--- config.mk ---
export PLATFORM = sky130hd
export DESIGN_NAME = riscv_lsu_mem_adapter
export DESIGN_NICKNAME = d
export VERILOG_FILES = /design/src/rtl/riscv_lsu_mem_adapter.sv
export SDC_FILE = /design/constraint.sdc
export NUM_CORES = 1
export LEC_CHECK = 0
export BUFFER_PORTS_ARGS = -buffer_cell sky130_fd_sc_hd__buf_2
export CAP_MARGIN = 20
export CELL_PAD_IN_SITES_DETAIL_PLACEMENT = 1
export CELL_PAD_IN_SITES_GLOBAL_PLACEMENT = 1
export CORE_AREA = 2 2 138 140
export CTS_CLUSTER_DIAMETER = 50
export CTS_CLUSTER_SIZE = 28
export DETAILED_ROUTE_END_ITERATION = 7
export DIE_AREA = 0 0 140 142
export PLACE_DENSITY = 0.84
export SLEW_MARGIN = 40
export SYNTH_ARGS = -nofsm -noshare
export SYNTH_HDL_FRONTEND = slang
export SYNTH_SLANG_ARGS = --single-unit
export TNS_END_PERCENT = 1
--- constraint.sdc ---
create_clock -name clk -period 11.99 [get_ports clk]
set_input_delay 0.5995 -clock clk [delete_from_list [all_inputs] [get_ports clk]]
set_output_delay 0.5995 -clock clk [all_outputs]
set_load 0.05 [all_outputs]
--- src/rtl/riscv_lsu_mem_adapter.sv ---
// Purpose: adapts byte/half/word core loads and stores onto a 32-bit Avalon-MM RAM port, splitting word-crossing accesses.
// Latency: response 2 (aligned store), 3 (split store / aligned load) or 4 (split load) cycles after the accept edge.
// Backpressure: req_ready is high only when idle; rsp_valid is a one-cycle pulse with no backpressure.
module riscv_lsu_mem_adapter #(
  parameter int ADDR_WIDTH = 13
) (
  input  logic                  clk,
  input  logic                  reset,
  input  logic                  req_valid,
  output logic                  req_ready,
  input  logic [31:0]           req_addr,
  input  logic                  req_write,
  input  logic [1:0]            req_size,
  input  logic                  req_unsigned,
  input  logic [31:0]           req_wdata,
  output logic                  rsp_valid,
  output logic [31:0]           rsp_rdata,
  output logic [ADDR_WIDTH-1:0] address,
  output logic                  chipselect,
  output logic                  write,
  output logic [3:0]            byteenable,
  output logic [31:0]           writedata,
  output logic                  clken,
  input  logic [31:0]           readdata
);

  typedef enum logic [2:0] {IDLE, ISSUE0, ISSUE1, WAIT, RESP} state_t;

  state_t                  state_q, state_d;
  logic [1:0]              off_q, off_d;
  logic [1:0]              size_q, size_d;
  logic                    unsigned_q, unsigned_d;
  logic                    write_q, write_d;
  logic [7:0]              be64_q, be64_d;
  logic [31:0]             wd_hi_q, wd_hi_d;
  logic [31:0]             rd0_q, rd0_d;
  logic [31:0]             rd1_q, rd1_d;
  logic [ADDR_WIDTH-1:0]   address_q, address_d;
  logic [31:0]             writedata_q, writedata_d;
  logic [31:0]             rsp_rdata_q, rsp_rdata_d;

  logic [3:0]              acc_mask;
  logic [7:0]              acc_be64;
  logic [63:0]             acc_wd64;
  logic                    split;
  logic [31:0]             load_result;
  logic                    addr_hi_unused;

  // Byte address bits above the RAM's reach are deliberately ignored.
  assign addr_hi_unused = ^req_addr[31:ADDR_WIDTH+2];

  assign clken     = 1'b1;
  assign address   = address_q;
  assign writedata = writedata_q;
  assign rsp_rdata = rsp_rdata_q;
  assign split     = |be64_q[7:4];

  // Byte-lane window and shifted store data for the request being offered.
  always_comb begin
    acc_mask = 4'b1111;
    if (req_size == 2'b00) acc_mask = 4'b0001;
    else if (req_size == 2'b01) acc_mask = 4'b0011;
    acc_be64 = {4'b0000, acc_mask} << req_addr[1:0];
    acc_wd64 = {32'h0, req_wdata} << {req_addr[1:0], 3'b000};
  end

  // Recombine the two read words, align to the byte offset and extend.
  always_comb begin
    logic [31:0] lo, hi, res;
    logic [63:0] win;
    lo  = split ? rd0_q : readdata;
    hi  = split ? readdata : 32'h0;
    win = {hi, lo} >> {off_q, 3'b000};
    res = win[31:0];
    case (size_q)
      2'b00:   load_result = {{24{~unsigned_q & res[7]}}, res[7:0]};
      2'b01:   load_result = {{16{~unsigned_q & res[15]}}, res[15:0]};
      default: load_result = res;
    endcase
  end

  // Next-state and RAM strobe generation.
  always_comb begin
    state_d     = state_q;
    off_d       = off_q;
    size_d      = size_q;
    unsigned_d  = unsigned_q;
    write_d     = write_q;
    be64_d      = be64_q;
    wd_hi_d     = wd_hi_q;
    rd0_d       = rd0_q;
    rd1_d       = rd1_q;
    address_d   = address_q;
    writedata_d = writedata_q;
    rsp_rdata_d = rsp_rdata_q;
    req_ready   = 1'b0;
    chipselect  = 1'b0;
    write       = 1'b0;
    byteenable  = 4'b0000;
    rsp_valid   = 1'b0;
    case (state_q)
      IDLE: begin
        req_ready = 1'b1;
        if (req_valid) begin
          state_d     = ISSUE0;
          off_d       = req_addr[1:0];
          size_d      = req_size;
          unsigned_d  = req_unsigned;
          write_d     = req_write;
          be64_d      = acc_be64;
          wd_hi_d     = acc_wd64[63:32];
          address_d   = req_addr[ADDR_WIDTH+1:2];
          writedata_d = acc_wd64[31:0];
        end
      end
      ISSUE0: begin
        chipselect = 1'b1;
        write      = write_q;
        byteenable = be64_q[3:0];
        if (split) begin
          state_d     = ISSUE1;
          // address_q still holds word0 here; the increment wraps at the top of the RAM.
          address_d   = address_q + ADDR_WIDTH'(1);
          writedata_d = wd_hi_q;
        end else if (write_q) begin
          state_d     = RESP;
          rsp_rdata_d = 32'h0;
        end else begin
          state_d = WAIT;
        end
      end
      ISSUE1: begin
        chipselect = 1'b1;
        write      = write_q;
        byteenable = be64_q[7:4];
        if (write_q) begin
          state_d     = RESP;
          rsp_rdata_d = 32'h0;
        end else begin
          // Data arriving now answers the word0 access issued last cycle.
          rd0_d   = readdata;
          state_d = WAIT;
        end
      end
      WAIT: begin
        if (split) rd1_d = readdata;
        else       rd0_d = readdata;
        rsp_rdata_d = load_result;
        state_d     = RESP;
      end
      RESP: begin
        rsp_valid = 1'b1;
        state_d   = IDLE;
      end
      default: state_d = IDLE;
    endcase
  end

  // State and request registers; reset drops any in-flight request.
  always_ff @(posedge clk or posedge reset) begin
    if (reset) begin
      state_q     <= IDLE;
      off_q       <= 2'b00;
      size_q      <= 2'b00;
      unsigned_q  <= 1'b0;
      write_q     <= 1'b0;
      be64_q      <= 8'h00;
      wd_hi_q     <= 32'h0;
      rd0_q       <= 32'h0;
      rd1_q       <= 32'h0;
      address_q   <= '0;
      writedata_q <= 32'h0;
      rsp_rdata_q <= 32'h0;
    end else begin
      state_q     <= state_d;
      off_q       <= off_d;
      size_q      <= size_d;
      unsigned_q  <= unsigned_d;
      write_q     <= write_d;
      be64_q      <= be64_d;
      wd_hi_q     <= wd_hi_d;
      rd0_q       <= rd0_d;
      rd1_q       <= rd1_d;
      address_q   <= address_d;
      writedata_q <= writedata_d;
      rsp_rdata_q <= rsp_rdata_d;
    end
  end

endmodule

==> summary.md <==
| Metric | Value |
|---|---|
| Final Cycle Share | 24.5% |
| Die area | a little under 20000 sq um |
| Syn Area/Cell | 9.65 sq um |
| CP required | 11.39 ns |
| Crit path arrival time | 2.33 ns |
| Remaining antenna violation count after routing | 0 |
| CTS Sinks | 149 |
| Via density | 6.03 |
| Top_reg_cell synth | dfrtp_1 |
| Fin nets | 1079 |
| Worst Setup Path Type | reg -> out |
| Setup TNS | 0 ns |
| Min Tclk post-route | roughly 2.9 ns |
| # hold bufs at CTS | 0 |
| Post-Route Utilization | between 50 and 60% |
| Tot GR Track Use | 27.0% |
| Core area | 18500 sq um |
| Seq cells post-synth | between 100 and 150 |
| Worst-path clk slew | 0.06 ns |
| Slew Limit Fails | 0 |
| Top-area cell type share of the netlist area | 45.6% |
| Status | complete, but fails checks |
| Avg WL per Cell | about 21 um |
| Final wirelength | 26300 um |
| Slew HR | between 40 and 50% |
| Rows | 50 |
| CP Launch Type | flip-flop |
| CTS H-tree lvls | 4 |
| Antenna violations before repair | 4 |
| Global-route wire length before repair | 42000 um |
| PwrDens | 319 nW/um^2 |
| IO Count | 189 |
| Seq/Total Area, Yosys | 45.6% |
| Endpoint class of the critical path | primary output |
| Failing checks | design-rule violations |
| Post-synth design cell area | slightly above 8000 sq um |
| RSZ-0062 raised after global routing | false |
| Starting Density | 44.3% |
| Vias | about 7400 |
| Worst-skew pair later-pin latency | 0.44 ns |
| Initial drt markers | 634 |
| Placer congestion estimate | 0.822 |
| Max cap viols | 0 |
| R2R depth | 5 |
| Layout cells sized above 1 | 26.0% |
| CTS tree | yes |
| Residual DRC count | 14 |
| Largest net degree at the start of global routing | 77 |
| Ranking of synthesized cells by area | dfrtp_1 (46%), mux2i_1 (7.2%), nand2_1 (6.8%) |
| Postcts setup bufs | 0 |
| Vias in the first global route | ~8000 |
| Worst VDD drop | 0.000142 V |
| Remaining Overflow, GRT | 0 |
| Final instance area | 9790 sq um |
| CTS Root Cell | clkbuf_16 |
| Area after DPL | 9160 sq um |
| Total CTS buffers | 17 |
| Distinct cells, synth | 57 |
| Cells after Synth | 847 |
| DP HPWL | 17900 um |
| Crit path max fanout | 22 |
| Leak pwr | about 4.6 nW |
| Worst reg2reg setup slack | 9.20 ns |
| Chip width | 140 um |
| I/O Buffers | 170 |
| Area Growth Syn to Fin | 19.8% |
| Fin Clk Skew | 0.0111 ns |
| Number of flops mapped to enable cells by yosys | 0 |
| Die Ht | 142 um |
| Hold crit path type | in -> async |
| Hold Violations, Final | 0 |
| Post-synth net total | 951 |
| Post-cts resize count | 0 |
| Setup violations, final | 0 |
| Synth warn | 0 |
| Worst slew pin tran | roughly 0.82 ns |
| Clock Path Buffers | 2 |
| DRT Pass-1 Iters | 8 |
| Ys async rst share | 100% |
| Area leader, netlist | dfrtp_1 |
| Max Freq | roughly 0.34 GHz |
## layout by cell type, fill, tap and decap left out, drive strengths merged, types with 14 or more instances in the layout
master / instances
buf: 181
dfrtp: 149
nand2: 148
o21ai: 77
mux2: 60
mux2i: 59
nor2: 44
a21oi: 36
nand3: 26
a22oi: 24
clkbuf: 19
a221oi: 15
o22ai: 15
nor3: 15
inv: 15
o211ai: 14
## synth_stat cells (3+ instances only)
cell type / n
a21oi_1: 36
mux2i_1: 59
o2111ai_1: 8
a221o_1: 7
and2_1: 4
mux4_2: 9
nand2_1: 148
nor2_1: 44
or3_1: 3
nand2b_1: 8
inv_1: 6
nor2b_1: 7
buf_2: 15
o21ai_0: 49
o21ai_1: 28
nand4_1: 4
nor3_1: 13
a22oi_1: 24
buf_1: 8
mux2_2: 17
and3_1: 6
o211ai_1: 14
buf_6: 4
o31ai_1: 4
mux2_4: 5
nand3_1: 26
clkbuf_1: 44
o22ai_1: 15
a221oi_1: 15
dfrtp_1: 149
mux2_1: 38
## stage by stage
stage	std cells	hold slack, ns	setup WS [ns]	power, mW
floorplan	847	0.442	7.38	2.15
global placement	1188	0.448	9.24	2.45
detailed placement	1190	0.457	9.23	2.54
CTS	1222	0.317	9.06	3.13
global route	1223	0.341	8.91	3.31
finish	1224	0.287	9.06	3.12
## critical path, cell delays in order (launching register included)
cell and delay, ns:
dfrtp_1 0.67, nand2b_1 0.22, nor2_4 0.50, and2_1 0.21, buf_2 0.30
## where the power goes
group	leakage [nW]	switching [mW]	total, mW	internal, mW
Clock	0.295	0.241	0.565	0.325
Combinational	2.49	1.11	1.63	0.519
Sequential	1.87	0.198	0.927	0.729
## per-layer routing
metal / vias to the layer above / GRT usage [%] / share of wire (%)
met1: 3742 / 32.5 / 40
met4: 2 / 14.0 / 4.0
li1: 3341 / - / -
met2: 220 / 44.7 / 49
met5: - / 0 / 0.030
met3: 80 / 7.47 / 6.5
## area by class of cell
cell class | count | area, sq um
timing repair buffer | 181 | 963
inverter | 6 | 27.5
multi-input combinational | 620 | 4160
fill | 2130 | 8660
clock inverter | 13 | 156
clock buffer | 19 | 453
tap | 234 | 293
antenna | 2 | 5.00
sequential | 149 | 3730
## flip-flops by register name, summed over array words and instances, names as in the netlist
register	count
rd0_q	32
rsp_rdata	32
writedata	32
wd_hi_q	24
address	13
be64_q	7
state_q	3
off_q	2
size_q	2
unsigned_q	1
write_q	1
## worst paths after layout
kind	start	end
setup / recovery	state_q[0]	byteenable[3]
hold / removal	reset	rd0_q[27]
setup reg to reg	state_q[1]	rsp_rdata[12]
hold reg to reg	writedata[29]	writedata[29]
max in group asynchronous	reset	off_q[0]
min in group clk	req_addr[2]	address[0]
## logic make-up after synthesis
group | after synthesis | share of synthesized area [%]
buffers and inverters | 78 | 4.22
muxes | 128 | 18.2
other | 1 | 0.0459
xor gates and xnor gates | 1 | 0.107
AOI/OAI and AO/OA | 217 | 17.0
adders and majority gates | 1 | 0.153
DFF | 149 | 45.6
and+or+nand+nor | 272 | 14.7
No activity file was read; power rests on OpenSTA's default activity.
